## src/rtl/pll_reset_sequencer_if.sv

```systemverilog
// Status/control bundle between the board PLL, the reset button and the
// reset sequencer.
//   pll_locked      PLL LOCKED status, asynchronous to the board clock
//   ext_reset_n     external reset button, active-low, asynchronous
//   pll_rst         PLL RST request, active-high
//   rst_n_out       synchronous active-low reset for the SoC clock domain
//   ready           high while the SoC is released
//   lock_loss_count saturating count of lock losses seen while released
// slave  : the sequencer side (consumes status, drives resets)
// master : the board/environment side
interface pll_reset_sequencer_if;
  logic       pll_locked;
  logic       ext_reset_n;
  logic       pll_rst;
  logic       rst_n_out;
  logic       ready;
  logic [7:0] lock_loss_count;

  modport slave (
    input  pll_locked, ext_reset_n,
    output pll_rst, rst_n_out, ready, lock_loss_count
  );

  modport master (
    output pll_locked, ext_reset_n,
    input  pll_rst, rst_n_out, ready, lock_loss_count
  );
endinterface

```

## src/rtl/pll_reset_sequencer.sv

```systemverilog
// PLL bring-up and SoC reset sequencer. Runs on the free-running board clock
// so it keeps working while the PLL is unlocked. Pulses the PLL reset,
// waits (with timeout) for lock, qualifies lock as stable, then holds the SoC
// in reset for a few more cycles before releasing it. Lock loss restarts the
// PLL bring-up; the external button only re-enters the hold phase.
//
// Ports:
//   clk_in  free-running board clock
//   reset   asynchronous active-low block reset
//   bus     pll_reset_sequencer_if.slave (see interface file)
//
// Optional feature macro: PLL_LOCK_LOSS_COUNTER_EN
//   defined   : lock_loss_count counts lock losses in RUN, saturating at 255
//   undefined : no counter register, lock_loss_count tied to 0
module pll_reset_sequencer #(
  parameter int SYNC_STAGES         = 2,
  parameter int PLL_RST_CYCLES      = 8,
  parameter int LOCK_TIMEOUT_CYCLES = 65536,
  parameter int LOCK_STABLE_CYCLES  = 1024,
  parameter int HOLD_CYCLES         = 16,
  parameter int CNT_W               = 17
) (
  input logic                  clk_in,
  input logic                  reset,
  pll_reset_sequencer_if.slave bus
);

  typedef enum logic [2:0] {
    S_PLL_RST,
    S_WAIT_LOCK,
    S_STABLE,
    S_HOLD,
    S_RUN
  } state_e;

  // Terminal counts: a phase of N cycles ends on the edge where cnt == N-1.
  localparam logic [CNT_W-1:0] T_RST     = CNT_W'(PLL_RST_CYCLES - 1);
  localparam logic [CNT_W-1:0] T_TIMEOUT = CNT_W'(LOCK_TIMEOUT_CYCLES - 1);
  localparam logic [CNT_W-1:0] T_STABLE  = CNT_W'(LOCK_STABLE_CYCLES - 1);
  localparam logic [CNT_W-1:0] T_HOLD    = CNT_W'(HOLD_CYCLES - 1);

  state_e             state_q, state_d;
  logic [CNT_W-1:0]   cnt_q, cnt_d;
  logic [SYNC_STAGES-1:0] lock_sync_q, ext_sync_q;
  logic               lock_s, ext_s;
  logic               pll_rst_q, rst_n_out_q, ready_q;

  // Input synchronizers. The ext chain resets to 1 so a reset release never
  // looks like a button press.
  always_ff @(posedge clk_in or negedge reset) begin
    if (!reset) begin
      lock_sync_q <= '0;
      ext_sync_q  <= '1;
    end else begin
      lock_sync_q <= {lock_sync_q[SYNC_STAGES-2:0], bus.pll_locked};
      ext_sync_q  <= {ext_sync_q[SYNC_STAGES-2:0], bus.ext_reset_n};
    end
  end

  assign lock_s = lock_sync_q[SYNC_STAGES-1];
  assign ext_s  = ext_sync_q[SYNC_STAGES-1];

  // Next state. Within each state lock loss is checked before the button,
  // and both before counter expiry.
  always_comb begin
    logic cnt_clr;
    state_d = state_q;
    cnt_clr = 1'b0;
    unique case (state_q)
      S_PLL_RST: begin
        if (cnt_q == T_RST) state_d = S_WAIT_LOCK;
      end
      S_WAIT_LOCK: begin
        if (lock_s)                  state_d = S_STABLE;
        else if (cnt_q == T_TIMEOUT) state_d = S_PLL_RST;
      end
      S_STABLE: begin
        // A drop here is treated as a glitch: just go back to waiting.
        if (!lock_s)                state_d = S_WAIT_LOCK;
        else if (cnt_q == T_STABLE) state_d = S_HOLD;
      end
      S_HOLD: begin
        if (!lock_s)              state_d = S_PLL_RST;
        else if (!ext_s)          cnt_clr = 1'b1;
        else if (cnt_q == T_HOLD) state_d = S_RUN;
      end
      S_RUN: begin
        if (!lock_s)     state_d = S_PLL_RST;
        else if (!ext_s) state_d = S_HOLD;
      end
      default: state_d = S_PLL_RST;
    endcase

    // One shared counter, restarted on every state change. RUN has no
    // timed exit, so the counter simply parks there.
    if ((state_d != state_q) || cnt_clr) cnt_d = '0;
    else if (state_q == S_RUN)           cnt_d = cnt_q;
    else                                 cnt_d = cnt_q + 1'b1;
  end

  always_ff @(posedge clk_in or negedge reset) begin
    if (!reset) begin
      state_q <= S_PLL_RST;
      cnt_q   <= '0;
    end else begin
      state_q <= state_d;
      cnt_q   <= cnt_d;
    end
  end

  // Outputs are registered from the next state, so they change on the same
  // edge the state does and never see a combinational path from the pins.
  always_ff @(posedge clk_in or negedge reset) begin
    if (!reset) begin
      pll_rst_q   <= 1'b1;
      rst_n_out_q <= 1'b0;
      ready_q     <= 1'b0;
    end else begin
      pll_rst_q   <= (state_d == S_PLL_RST);
      rst_n_out_q <= (state_d == S_RUN);
      ready_q     <= (state_d == S_RUN);
    end
  end

  assign bus.pll_rst   = pll_rst_q;
  assign bus.rst_n_out = rst_n_out_q;
  assign bus.ready     = ready_q;

`ifdef PLL_LOCK_LOSS_COUNTER_EN
  logic       loss_evt;
  logic [7:0] loss_cnt_q;

  // Only losses from RUN count; drops during bring-up are expected.
  assign loss_evt = (state_q == S_RUN) && !lock_s;

  always_ff @(posedge clk_in or negedge reset) begin
    if (!reset)                             loss_cnt_q <= 8'd0;
    else if (loss_evt && loss_cnt_q != 8'hFF) loss_cnt_q <= loss_cnt_q + 8'd1;
  end

  assign bus.lock_loss_count = loss_cnt_q;
`else
  assign bus.lock_loss_count = 8'd0;
`endif

  // Sanity properties on the registered outputs.
  a_ready_rst: assert property (@(posedge clk_in) disable iff (!reset)
    ready_q == rst_n_out_q);
  a_rst_excl: assert property (@(posedge clk_in) disable iff (!reset)
    !(pll_rst_q && rst_n_out_q));

endmodule

```

## src/flat_wrapper.sv

```systemverilog
// flat-port wrapper written by rule: the top's interface ports become plain ports
module pll_reset_sequencer_flat 
#(
  parameter int SYNC_STAGES         = 2,
  parameter int PLL_RST_CYCLES      = 8,
  parameter int LOCK_TIMEOUT_CYCLES = 65536,
  parameter int LOCK_STABLE_CYCLES  = 1024,
  parameter int HOLD_CYCLES         = 16,
  parameter int CNT_W               = 17
)
  (clk_in, reset, bus_pll_locked, bus_ext_reset_n, bus_pll_rst, bus_rst_n_out, bus_ready, bus_lock_loss_count);
  pll_reset_sequencer_if bus_i ();
  input logic clk_in;
  input logic reset;
  input wire logic [$bits(bus_i.pll_locked)-1:0] bus_pll_locked;
  input wire logic [$bits(bus_i.ext_reset_n)-1:0] bus_ext_reset_n;
  output wire logic [$bits(bus_i.pll_rst)-1:0] bus_pll_rst;
  output wire logic [$bits(bus_i.rst_n_out)-1:0] bus_rst_n_out;
  output wire logic [$bits(bus_i.ready)-1:0] bus_ready;
  output wire logic [$bits(bus_i.lock_loss_count)-1:0] bus_lock_loss_count;
  assign bus_i.pll_locked = bus_pll_locked;
  assign bus_i.ext_reset_n = bus_ext_reset_n;
  assign bus_pll_rst = bus_i.pll_rst;
  assign bus_rst_n_out = bus_i.rst_n_out;
  assign bus_ready = bus_i.ready;
  assign bus_lock_loss_count = bus_i.lock_loss_count;
  pll_reset_sequencer #(.SYNC_STAGES(SYNC_STAGES), .PLL_RST_CYCLES(PLL_RST_CYCLES), .LOCK_TIMEOUT_CYCLES(LOCK_TIMEOUT_CYCLES), .LOCK_STABLE_CYCLES(LOCK_STABLE_CYCLES), .HOLD_CYCLES(HOLD_CYCLES), .CNT_W(CNT_W)) u_core (.clk_in(clk_in), .reset(reset), .bus(bus_i));
endmodule
```

## config.mk

```make
export PLATFORM = sky130hd
export DESIGN_NAME = pll_reset_sequencer_flat
export DESIGN_NICKNAME = d
export VERILOG_FILES = /design/src/rtl/pll_reset_sequencer_if.sv /design/src/rtl/pll_reset_sequencer.sv /design/src/flat_wrapper.sv
export SDC_FILE = /design/constraint.sdc
export NUM_CORES = 1
export LEC_CHECK = 0
export BUFFER_PORTS_ARGS = -buffer_cell sky130_fd_sc_hd__buf_2
export CORE_ASPECT_RATIO = 1.25
export CORE_UTILIZATION = 65
export CTS_BUF_LIST = sky130_fd_sc_hd__clkbuf_4
export DETAILED_ROUTE_END_ITERATION = 12
export GPL_TIMING_DRIVEN = 1
export PLACE_DENSITY_LB_ADDON = 0.3
export SKIP_LAST_GASP = 1
export SLEW_MARGIN = 20
export SYNTH_ARGS = -nofsm -noshare
export SYNTH_HDL_FRONTEND = slang
export SYNTH_SLANG_ARGS = --single-unit
```

## constraint.sdc

```tcl
create_clock -name clk_in -period 6.7 [get_ports clk_in]
set_input_delay 1.675 -clock clk_in [delete_from_list [all_inputs] [get_ports clk_in]]
set_output_delay 1.675 -clock clk_in [all_outputs]
set_load 0.01 [all_outputs]
```

==> results of run 1 <==
==> placed cells by master (no fill, tap or decap), drive strengths merged, types with 4 or more instances in the layout <==
cell,n
nand3,6
conb,8
nand2,12
nor3,4
xor2,10
xnor2,6
nand4,6
nor2b,4
dfrtp,23
a21oi,19
nor2,7
buf,6
==> per-stage QoR <==
| step | area [sq um] | instances |
|---|---|---|
| global placement | 1510 | 176 |
| finish | 1530 | 180 |
| global route | 1530 | 180 |
| CTS | 1530 | 180 |
| floorplan | 1570 | 155 |
| detailed placement | 1510 | 176 |
==> final timing paths <==
| check | end | depth (start not counted) | from |
|---|---|---|---|
| setup / recovery | u_core.cnt_q[7]$_DFFE_PN0P_ | 10 | u_core.cnt_q[6]$_DFFE_PN0P_ |
| hold / removal | u_core.ext_sync_q[1]$_DFF_PN1_ | 0 | u_core.ext_sync_q[0]$_DFF_PN1_ |
| setup reg to reg | u_core.cnt_q[7]$_DFFE_PN0P_ | 10 | u_core.cnt_q[6]$_DFFE_PN0P_ |
| hold reg to reg | u_core.ext_sync_q[1]$_DFF_PN1_ | 0 | u_core.ext_sync_q[0]$_DFF_PN1_ |
| max in group asynchronous | u_core.bus.pll_rst$_DFF_PN1_ | 1 | reset |
| min in group asynchronous | u_core.lock_sync_q[1]$_DFF_PN0_ | 1 | reset |
==> worst max-delay path: cells and delay by family (launching register included) <==
family                     cells  cell delay (ns)
DFF                            1             0.45
AOI/OAI and AO/OA              4             1.11
adders and majority gates      1             0.20
and+or+nand+nor                5             1.07
==> report_power, final <==
| part | leakage [nW] | internal, W | switching (W) |
|---|---|---|---|
| registers | 0.343 | 0.000178 | 0.0000253 |
| logic | 0.261 | 0.0000463 | 0.0000789 |
| clock network | 0.0154 | 0.0000219 | 0.0000458 |
==> flip-flops by register name (all words and copies together) (netlist names) <==
name                  flops
u_core.ext_sync_q         2
u_core.state_q            3
u_core.bus.rst_n_out      1
u_core.lock_sync_q        2
u_core.cnt_q             17
u_core.bus.pll_rst        1
==> kinds of logic after synthesis <==
kind of cell               after synthesis  share of synthesized area
AOI/OAI and AO/OA                       32                      0.175
xor gates and xnor gates                16                     0.0910
adders and majority gates                2                     0.0162
buffers and inverters                   19                     0.0910
DFF                                     26                      0.425
muxes                                    1                    0.00650
other                                    1                    0.00243
and+or+nand+nor                         51                      0.193
==> final cells by class <==
| class | count | area (sq um) | area share |
|---|---|---|---|
| well taps | 31 | 38.8 | 0.0253 |
| clock inverters | 1 | 3.75 | 0.00245 |
| multi-input cells | 110 | 772 | 0.504 |
| clock buffers | 3 | 22.5 | 0.0147 |
| flip-flops and latches | 26 | 654 | 0.427 |
| repair buffers | 6 | 30.0 | 0.0196 |
| inverters | 3 | 11.3 | 0.00735 |
==> layer usage <==
layer | routed length [microns] | global-route usage | vias up
li1 | - | - | 509
met1 | 1060 | 0.285 | 519
met2 | 1380 | 0.400 | 25
met3 | 97 | 0.0322 | 11
met4 | 92 | 0.126 | 0
met5 | 0 | 0 | -
==> results.md, run 1 <==
* Post-Place Setup Slack at 3.73 ns
* Post-CTS Resized at 0
* Syn-to-layout area delta at -0.487%
* Cells after synthesis at 148
* First-pass GRT wire length at 4490 microns
* R2r setup slk at 3.72 ns
* CTS tree: yes
* Layout cell share with drive strength beyond 1 at 0.181
* N_diodes at 0
* Critical path launch point type: flop
* Max Slew Vio Count at 0
* Crit path max fanout at 17
* Post-synth EDFFs at 0
* Synth area leaders: dfrtp_1, xor2_1, dfstp_2
* Chip Width at 45.5 microns
* Post-DP HPWL at 1870 microns
* 1st-iter DRT viols at 40
* Fin nets at 156
* CP peak stage delay at slightly above 0.6 ns
* DRC viols at 0
* # fillers at 195
* Longest Clk Path Bufs at 2
* IO Pins at 15
* Pleak at 0.619 nW
* Worst slew pin tran at 0.760 ns
* Unrepaired setup endpoints after global routing: no
* Synth Register Bits at 26
* # port buffers at 6
* PwrDens at between 200 and 300 nW/um^2
* Htree depth at 1
* CP cell instances: and4_1, nor2b_1, nand4_1, nor4_1, ha_1, nor2_1, a21oi_1, o22a_4, a21o_1, a21oi_1
* CP most frequent cell: a21oi_1
* Remaining Overflow, GRT at 0
* Tmin final at 2.98 ns
* Min Hold Slack at 0.369 ns
* Final Hold Fails at 0
* Post-CTS Setup Bufs at 0
* Max-Cap Viols at 0
* CP max stage cell: a21o_1
* Fmax at 0.336 GHz
* Routed wire per std cell at 14.6 microns
* Final core area utilization at 0.693
* Post-synth top area share at 0.374
* Hold-fix buffers, CTS at 0
* Worst Setup Path Type: flop to flop
* Global placer's final weighted congestion at 0.831
* Core Box Area at 2210 sq um
* Post-synthesis async set-or-reset flop share at 1.00
* Synth Flop Type: dfrtp_1
* Vias per inst at 5.91
* TNS Setup at 0 ns
* Synth unique cells at 44
* Status: finished clean
* Final ANT Viol Nets at 0
* Initial antenna violation count at 0
* Area leader, netlist: dfrtp_1
* WL final at 2630 microns
* Final worst slack at 3.72 ns
* Max VDD drop at 0.000236 V
* Sequential fraction of the synthesis area at 0.425
* Crit path DAT at 3.17 ns
* Vias in the first global route at 1038
* Drt first pass iters at 4
* Slew margin rel. at 0.493
* Most frequent cell after synthesis: dfrtp_1
* GRT Total Usage at 0.239
* Clk slew on worst S/H paths at 0.13 ns
* TritonCTS sink count at 26
* Synthesized cell area at 1540 sq um
* Root Buffer: clkbuf_4
* Die ar. at 2570 sq um
* Starting Density at 0.697
* CP required at 6.89 ns
* Crit end category: flop
* Final worst-path cycle share at 0.445
* Post-synth top cells: dfrtp_1, nand2_1, xor2_1
* Design Power at 0.000396 W
* Yosys warns at 0
* Hold WC Path Type: flop to flop
* Largest net degree at the start of global routing at 27
* CTS Buf Count at 3
* Avg Inst Size Synth at around 10 sq um
* Skew final at slightly below 0.007 ns
* Total number of vias at 1064
* Die height at about 56 microns
* Core Rows at 19
* Final setup fails at 0
* Clock insertion delay at the later pin of the skew report at 0.33 ns
No activity file was read; power rests on OpenSTA's default activity.
==> run 2, diff against run 1 <==
--- a/config.mk
+++ b/config.mk
@@ -5,9 +5,10 @@
 export SDC_FILE = /design/constraint.sdc
 export NUM_CORES = 1
 export LEC_CHECK = 0
+export ABC_AREA = 1
 export BUFFER_PORTS_ARGS = -buffer_cell sky130_fd_sc_hd__buf_2
 export CORE_ASPECT_RATIO = 1.25
-export CORE_UTILIZATION = 65
+export CORE_UTILIZATION = 55
 export CTS_BUF_LIST = sky130_fd_sc_hd__clkbuf_4
 export DETAILED_ROUTE_END_ITERATION = 12
 export GPL_TIMING_DRIVEN = 1
==> constraint.sdc (replaced) <==
create_clock -name clk_in -period 2.54 [get_ports clk_in]
set_input_delay 0.635 -clock clk_in [delete_from_list [all_inputs] [get_ports clk_in]]
set_output_delay 0.635 -clock clk_in [all_outputs]
set_load 0.01 [all_outputs]
==> results.md, run 2 <==
* Status: finished clean (unchanged)
* Max Slew Vio Count at 0 (unchanged)
* Longest Clk Path Bufs at 2 (unchanged)
* Synth Flop Type: dfrtp_1 (unchanged)
* Total number of vias at 1149 (was 1064)
* 1st-iter DRT viols at 20 (was 40)
* Avg Inst Size Synth at 8.80 sq um (was 10.4 sq um)
* Slew margin rel. at 0.627 (was 0.493)
* First-pass GRT wire length at 4710 microns (was 4490 microns)
* Vias in the first global route at 1121 (was 1038)
* Routed wire per std cell at 11.5 microns (was 14.6 microns)
* Syn-to-layout area delta at 0.894% (was -0.487%)
* CP required at 2.74 ns (was 6.89 ns)
* Global placer's final weighted congestion at 0.813 (was 0.831)
* Final Hold Fails at 0 (unchanged)
* PwrDens at 697 nW/um^2 (was 258 nW/um^2)
* CTS tree: yes (unchanged)
* Post-synth top area share at 0.343 (was 0.374)
* Fmax at 0.438 GHz (was 0.336 GHz)
* Die height at 63.8 microns (was 56.4 microns)
* CTS Buf Count at 3 (unchanged)
* Die ar. at 3280 sq um (was 2570 sq um)
* Post-synth top cells: nand2_1, dfrtp_1, nor2_1 (was dfrtp_1, nand2_1, xor2_1)
* Most flops, register: u_core.cnt_q (unchanged)
* Area of the multi-input gates at 857 sq um (was 772 sq um)
* Hold-fix buffers, CTS at 0 (unchanged)
* Min Hold Slack at 0.288 ns (was 0.369 ns)
* Worst slew pin tran at 0.559 ns (was 0.760 ns)
* GRT Total Usage at 0.188 (was 0.239)
* Final setup fails at 0 (unchanged)
* Dpl cells at 228 (was 176)
* Final std cells w/o fill at 232 (was 180)
* Post-CTS Resized at 0 (unchanged)
* Biggest regs: u_core.cnt_q (17), u_core.state_q (3) (unchanged)
* Core Rows at 22 (was 19)
* Most frequent cells in the layout: nand2_1, dfrtp_1, nor2_1 (was dfrtp_1, nand2_1, xor2_1)
* Synth unique cells at 31 (was 44)
* TNS Setup at 0 ns (unchanged)
* N_diodes at 0 (unchanged)
* CP cell instances: ha_1, nand2_1, nor2_1, nand2_2, nor3_1, ha_1, or2_1, nor2_1, nor2_1, nand2_1, inv_1, nand3_2, nand2_2, nand2_2, nand2_4, nor2_1 (was and4_1, nor2b_1, nand4_1, nor4_1, ha_1, nor2_1, a21oi_1, o22a_4, a21o_1, a21oi_1)
* CP peak stage delay at 0.40 ns (was 0.61 ns)
* Max reg flops at 17 (unchanged)
* Post-Place Setup Slack at 0.229 ns (was 3.73 ns)
* Clock insertion delay at the later pin of the skew report at 0.31 ns (was 0.33 ns)
* Synth Register Bits at 26 (unchanged)
* Delay-heaviest family, CP: simple AND/OR/NAND/NOR gates (was compound AO/OA/AOI/OAI gates)
* Final worst-path cycle share at 0.899 (was 0.445)
* IO Pins at 15 (unchanged)
* Final worst slack at 0.257 ns (was 3.72 ns)
* Layout cell share with drive strength beyond 1 at 0.270 (was 0.181)
* Drt first pass iters at 4 (unchanged)
* # fillers at 281 (was 195)
* Htree depth at 1 (unchanged)
* Crit path DAT at 2.48 ns (was 3.17 ns)
* Remaining Overflow, GRT at 0 (unchanged)
* Post-DP HPWL at 2060 microns (was 1870 microns)
* Final ANT Viol Nets at 0 (unchanged)
* Yosys warns at 0 (unchanged)
* Post-synthesis async set-or-reset flop share at 1.00 (unchanged)
* Most common cell after layout, fill and taps aside: nand2_1 (was dfrtp_1)
* Post-synth EDFFs at 0 (unchanged)
* Crit path max fanout at 17 (unchanged)
* CP max stage cell: dfrtp_1 (was a21o_1)
* Clk slew on worst S/H paths at 0.13 ns (about the same)
* CP bufs+invs at 1 (was 0)
* Max VDD drop at 0.000539 V (was 0.000236 V)
* Tmin final at 2.28 ns (was 2.98 ns)
* Skew final at 0.00641 ns (was 0.00687 ns)
* Initial antenna violation count at 0 (unchanged)
* Dpl cell area at 1670 sq um (was 1510 sq um)
* Chip Width at 51.4 microns (was 45.5 microns)
* TritonCTS sink count at 26 (unchanged)
* Root Buffer: clkbuf_4 (unchanged)
* Crit end category: flop (unchanged)
* WL final at 2680 microns (was 2630 microns)
* Fin nets at 203 (was 156)
* Largest net degree at the start of global routing at 27 (unchanged)
* Sequential fraction of the synthesis area at 0.389 (was 0.425)
* Core Box Area at 2920 sq um (was 2210 sq um)
* Worst Setup Path Type: flop to flop (unchanged)
* Starting Density at 0.576 (was 0.697)
* Pleak at 0.786 nW (was 0.619 nW)
* Hold WC Path Type: primary input to asynchronous set/reset pin (was flop to flop)
* Synth area leaders: dfrtp_1, nor2_4, nand2_1 (was dfrtp_1, xor2_1, dfstp_2)
* Vias per inst at 4.95 (was 5.91)
* Finished Cell Area at 1700 sq um (was 1530 sq um)
* Max-Cap Viols at 0 (unchanged)
* Area leader, netlist: dfrtp_1 (unchanged)
* CP most frequent cell: nor2_1 (was a21oi_1)
* Critical path launch point type: flop (unchanged)
* Synthesized cell area at 1680 sq um (was 1540 sq um)
* Post-CTS Setup Bufs at 0 (unchanged)
* FF/Latch Area at 654 sq um (unchanged)
* DRC viols at 0 (unchanged)
* Cells after synthesis at 191 (was 148)
* # port buffers at 6 (unchanged)
* Most frequent cell after synthesis: nand2_1 (was dfrtp_1)
* Unrepaired setup endpoints after global routing: no (unchanged)
run 2: worst paths after layout:
check	endpoint	startpoint	slack [ns]	cells after the start
max	u_core.cnt_q[5]$_DFFE_PN0P_	u_core.cnt_q[1]$_DFFE_PN0P_	0.26	16
max in group asynchronous	u_core.ext_sync_q[0]$_DFF_PN1_	reset	1.87	1
min reg2reg	u_core.ext_sync_q[1]$_DFF_PN1_	u_core.ext_sync_q[0]$_DFF_PN1_	0.36	0
min in group clk_in	u_core.ext_sync_q[1]$_DFF_PN1_	u_core.ext_sync_q[0]$_DFF_PN1_	0.36	0
min	u_core.cnt_q[12]$_DFFE_PN0P_	reset	0.29	1
max reg2reg	u_core.cnt_q[5]$_DFFE_PN0P_	u_core.cnt_q[1]$_DFFE_PN0P_	0.26	16
run 2: kinds of logic after synthesis:
kind of cell               share of synthesized area
adders and majority gates                     0.0149
DFF                                            0.389
AOI/OAI and AO/OA                             0.0231
and+or+nand+nor                                0.375
other                                        0.00223
buffers and inverters                          0.116
muxes                                        0.00596
xor gates and xnor gates                      0.0730
run 2: cell type report:
type                    instances  area share
multi-input cells             138       0.506
flip-flops and latches         26       0.386
inverters                      22      0.0487
well taps                      36      0.0266
repair buffers                  6      0.0177
clock buffers                   3      0.0133
clock inverters                 1     0.00221
run 2: report_power, final:
group	internal [W]	switching (W)
Clock	0.0000574	0.000114
Combinational	0.000145	0.000357
Sequential	0.000467	0.0000426
run 2: through the flow:
stage / util / power, W
global route: 0.581 / 0.00126
finish: 0.581 / 0.00118
detailed placement: 0.572 / 0.00103
CTS: 0.581 / 0.00120
global placement: 0.572 / 0.00101
floorplan: - / 0.00102
run 2: worst register-to-register path: stages (launching register included):
cell and delay, ns:
dfrtp_1 0.40, ha_1 0.18, nand2_1 0.08, nor2_1 0.12, nand2_2 0.08, nor3_1 0.18, ha_1 0.17, or2_1 0.09
nor2_1 0.04, nor2_1 0.09, nand2_1 0.06, inv_1 0.08, nand3_2 0.10, nand2_2 0.07, nand2_2 0.06, nand2_4 0.29
nor2_1 0.09
run 2: metal layers:
metal,track usage,vias up,share of wire
met5,0,-,0
li1,-,588,-
met3,0.0214,2,0.014
met4,0.0709,0,0.0090
met1,0.234,550,0.44
met2,0.325,9,0.53
==> run 3, diff against run 2 <==
--- a/config.mk
+++ b/config.mk
@@ -9,7 +9,7 @@
 export BUFFER_PORTS_ARGS = -buffer_cell sky130_fd_sc_hd__buf_2
 export CORE_ASPECT_RATIO = 1.25
 export CORE_UTILIZATION = 55
-export CTS_BUF_LIST = sky130_fd_sc_hd__clkbuf_4
+export CTS_BUF_LIST = sky130_fd_sc_hd__clkbuf_8
 export DETAILED_ROUTE_END_ITERATION = 12
 export GPL_TIMING_DRIVEN = 1
 export PLACE_DENSITY_LB_ADDON = 0.3
==> results.md, run 3 (synthesis results as in run 2) <==
* Status: finished clean (unchanged)
* Layout cell share with drive strength beyond 1 at 0.276 (was 0.270)
* TritonCTS sink count at 26 (unchanged)
* # port buffers at 6 (unchanged)
* CP most frequent cell: nor2_1 (unchanged)
* Largest net degree at the start of global routing at 27 (unchanged)
* Vias per inst at 5.02 (was 4.95)
* Crit path DAT at 2.43 ns (was 2.48 ns)
* Most common cell after layout, fill and taps aside: nand2_1 (unchanged)
* Max VDD drop at 0.000531 V (was 0.000539 V)
* Final ANT Viol Nets at 0 (unchanged)
* CTS Buf Count at 3 (unchanged)
* Final worst-path cycle share at 0.898 (was 0.899)
* Initial antenna violation count at 0 (unchanged)
* First-pass GRT wire length at 4840 microns (was 4710 microns)
* WP depth at 16 (unchanged)
* Die height at 63.8 microns (unchanged)
* Delay-heaviest family, CP: simple AND/OR/NAND/NOR gates (unchanged)
* Unrepaired setup endpoints after global routing: no (unchanged)
* CP required at 2.69 ns (was 2.74 ns)
* DRC viols at 0 (unchanged)
* N_diodes at 0 (unchanged)
* Root Buffer: clkbuf_8 (was clkbuf_4)
* Global placer's final weighted congestion at 0.813 (unchanged)
* Worst R2R Start: u_core.cnt_q[1]$_DFFE_PN0P_ (unchanged)
* Most frequent cells in the layout: nand2_1, dfrtp_1, nor2_1 (unchanged)
* RR Endpoint: u_core.cnt_q[5]$_DFFE_PN0P_ (unchanged)
* Max-Cap Viols at 0 (unchanged)
* Remaining Overflow, GRT at 0 (unchanged)
* CP max stage cell: dfrtp_1 (unchanged)
* R2r worst-path depth at 16 (unchanged)
* GRT Total Usage at 0.194 (was 0.188)
* # fillers at 273 (was 281)
* Post-CTS Setup Bufs at 0 (unchanged)
* Final std cells w/o fill at 232 (unchanged)
* Final setup fails at 0 (unchanged)
* Die ar. at 3280 sq um (unchanged)
* 1st-iter DRT viols at 20 (unchanged)
* Biggest regs: u_core.cnt_q (17), u_core.state_q (3) (unchanged)
* Pleak at 0.799 nW (was 0.786 nW)
* Hold-fix buffers, CTS at 0 (unchanged)
* Core Rows at 22 (unchanged)
* R2r setup slk at 0.26 ns (about the same)
* Starting Density at 0.576 (unchanged)
* TNS Setup at 0 ns (unchanged)
* Post-DP HPWL at 2060 microns (unchanged)
* Clock insertion delay at the later pin of the skew report at 0.27 ns (was 0.31 ns)
* Max Slew Vio Count at 0 (unchanged)
* Post-Place Setup Slack at 0.229 ns (unchanged)
* Skew final at 0.00254 ns (was 0.00641 ns)
* CP peak stage delay at 0.38 ns (was 0.40 ns)
* Fin nets at 203 (unchanged)
* Fmax at 0.438 GHz (about the same)
* Clk slew on worst S/H paths at 0.09 ns (was 0.13 ns)
* Hold WC Path Type: primary input to asynchronous set/reset pin (unchanged)
* Tmin final at 2.28 ns (about the same)
* Dpl cells at 228 (unchanged)
* Htree depth at 1 (unchanged)
* CP bufs+invs at 1 (unchanged)
* Core Box Area at 2920 sq um (unchanged)
* Slew margin rel. at 0.631 (was 0.627)
* Post-CTS Resized at 0 (unchanged)
* Syn-to-layout area delta at 2.61% (was 0.894%)
* Chip Width at 51.4 microns (unchanged)
* CTS tree: yes (unchanged)
* Final Hold Fails at 0 (unchanged)
* Max reg flops at 17 (unchanged)
* Drt first pass iters at 4 (unchanged)
* Longest Clk Path Bufs at 2 (unchanged)
* Critical path launch point type: flop (unchanged)
* PwrDens at 739 nW/um^2 (was 697 nW/um^2)
* Final worst slack at 0.258 ns (was 0.257 ns)
* Worst slew pin tran at 0.553 ns (was 0.559 ns)
* FF/Latch Area at 654 sq um (unchanged)
* Routed wire per std cell at 11.7 microns (was 11.5 microns)
* CP cell instances: ha_1, nand2_1, nor2_1, nand2_2, nor3_1, ha_1, or2_1, nor2_1, nor2_1, nand2_1, inv_1, nand3_2, nand2_2, nand2_2, nand2_4, nor2_1 (unchanged)
* Worst Setup Path Type: flop to flop (unchanged)
* WL final at 2720 microns (was 2680 microns)
* Area of the multi-input gates at 857 sq um (unchanged)
* Vias in the first global route at 1147 (was 1121)
* IO Pins at 15 (unchanged)
* Crit path max fanout at 17 (unchanged)
* Most flops, register: u_core.cnt_q (unchanged)
* Crit end category: flop (unchanged)
* Total number of vias at 1164 (was 1149)
## run 3: per-layer routing
| metal | GRT usage | vias to the layer above | part of all wire |
|---|---|---|---|
| met3 | 0.0214 | 6 | 0.016 |
| met5 | 0 | - | 0 |
| met4 | 0.0709 | 0 | 0.014 |
| met1 | 0.239 | 556 | 0.44 |
| li1 | - | 591 | - |
| met2 | 0.341 | 11 | 0.53 |
## run 3: cell type report
type,count,share of cell area
inverter,22,0.0479
clock buffer,4,0.0319
sequential,26,0.380
tap,36,0.0261
timing repair buffer,6,0.0174
multi-input combinational,138,0.497
## run 3: how the worst max path moves through the flow
| stage | slack (ns) | endpoint | startpoint |
|---|---|---|---|
| after floorplan | 0.52 | u_core.cnt_q[16]$_DFFE_PN0P_ | u_core.cnt_q[1]$_DFFE_PN0P_ |
| after global placement | 0.35 | u_core.cnt_q[7]$_DFFE_PN0P_ | u_core.cnt_q[1]$_DFFE_PN0P_ |
| after detailed placement | 0.23 | u_core.cnt_q[5]$_DFFE_PN0P_ | u_core.cnt_q[1]$_DFFE_PN0P_ |
| after CTS | 0.22 | u_core.cnt_q[5]$_DFFE_PN0P_ | u_core.cnt_q[1]$_DFFE_PN0P_ |
| after global routing | 0.03 | u_core.cnt_q[5]$_DFFE_PN0P_ | u_core.cnt_q[1]$_DFFE_PN0P_ |
| final | 0.26 | u_core.cnt_q[5]$_DFFE_PN0P_ | u_core.cnt_q[1]$_DFFE_PN0P_ |
## run 3: through the flow
stage | cell area [sq um] | total power (W) | utilization | hold slack, ns
2_1_floorplan | 1710 | 0.00102 | - | 0.331
3_3_place_gp | 1670 | 0.00101 | 0.572 | 0.332
3_5_place_dp | 1670 | 0.00103 | 0.572 | 0.340
4_1_cts | 1720 | 0.00130 | 0.591 | 0.359
5_1_grt | 1720 | 0.00136 | 0.591 | 0.364
6_report | 1720 | 0.00127 | 0.591 | 0.345
## run 3: where the power goes
group	internal [W]	total, W	switching [W]
Combinational	0.000145	0.000503	0.000357
Sequential	0.000467	0.000510	0.0000432
Clock	0.000138	0.000262	0.000124
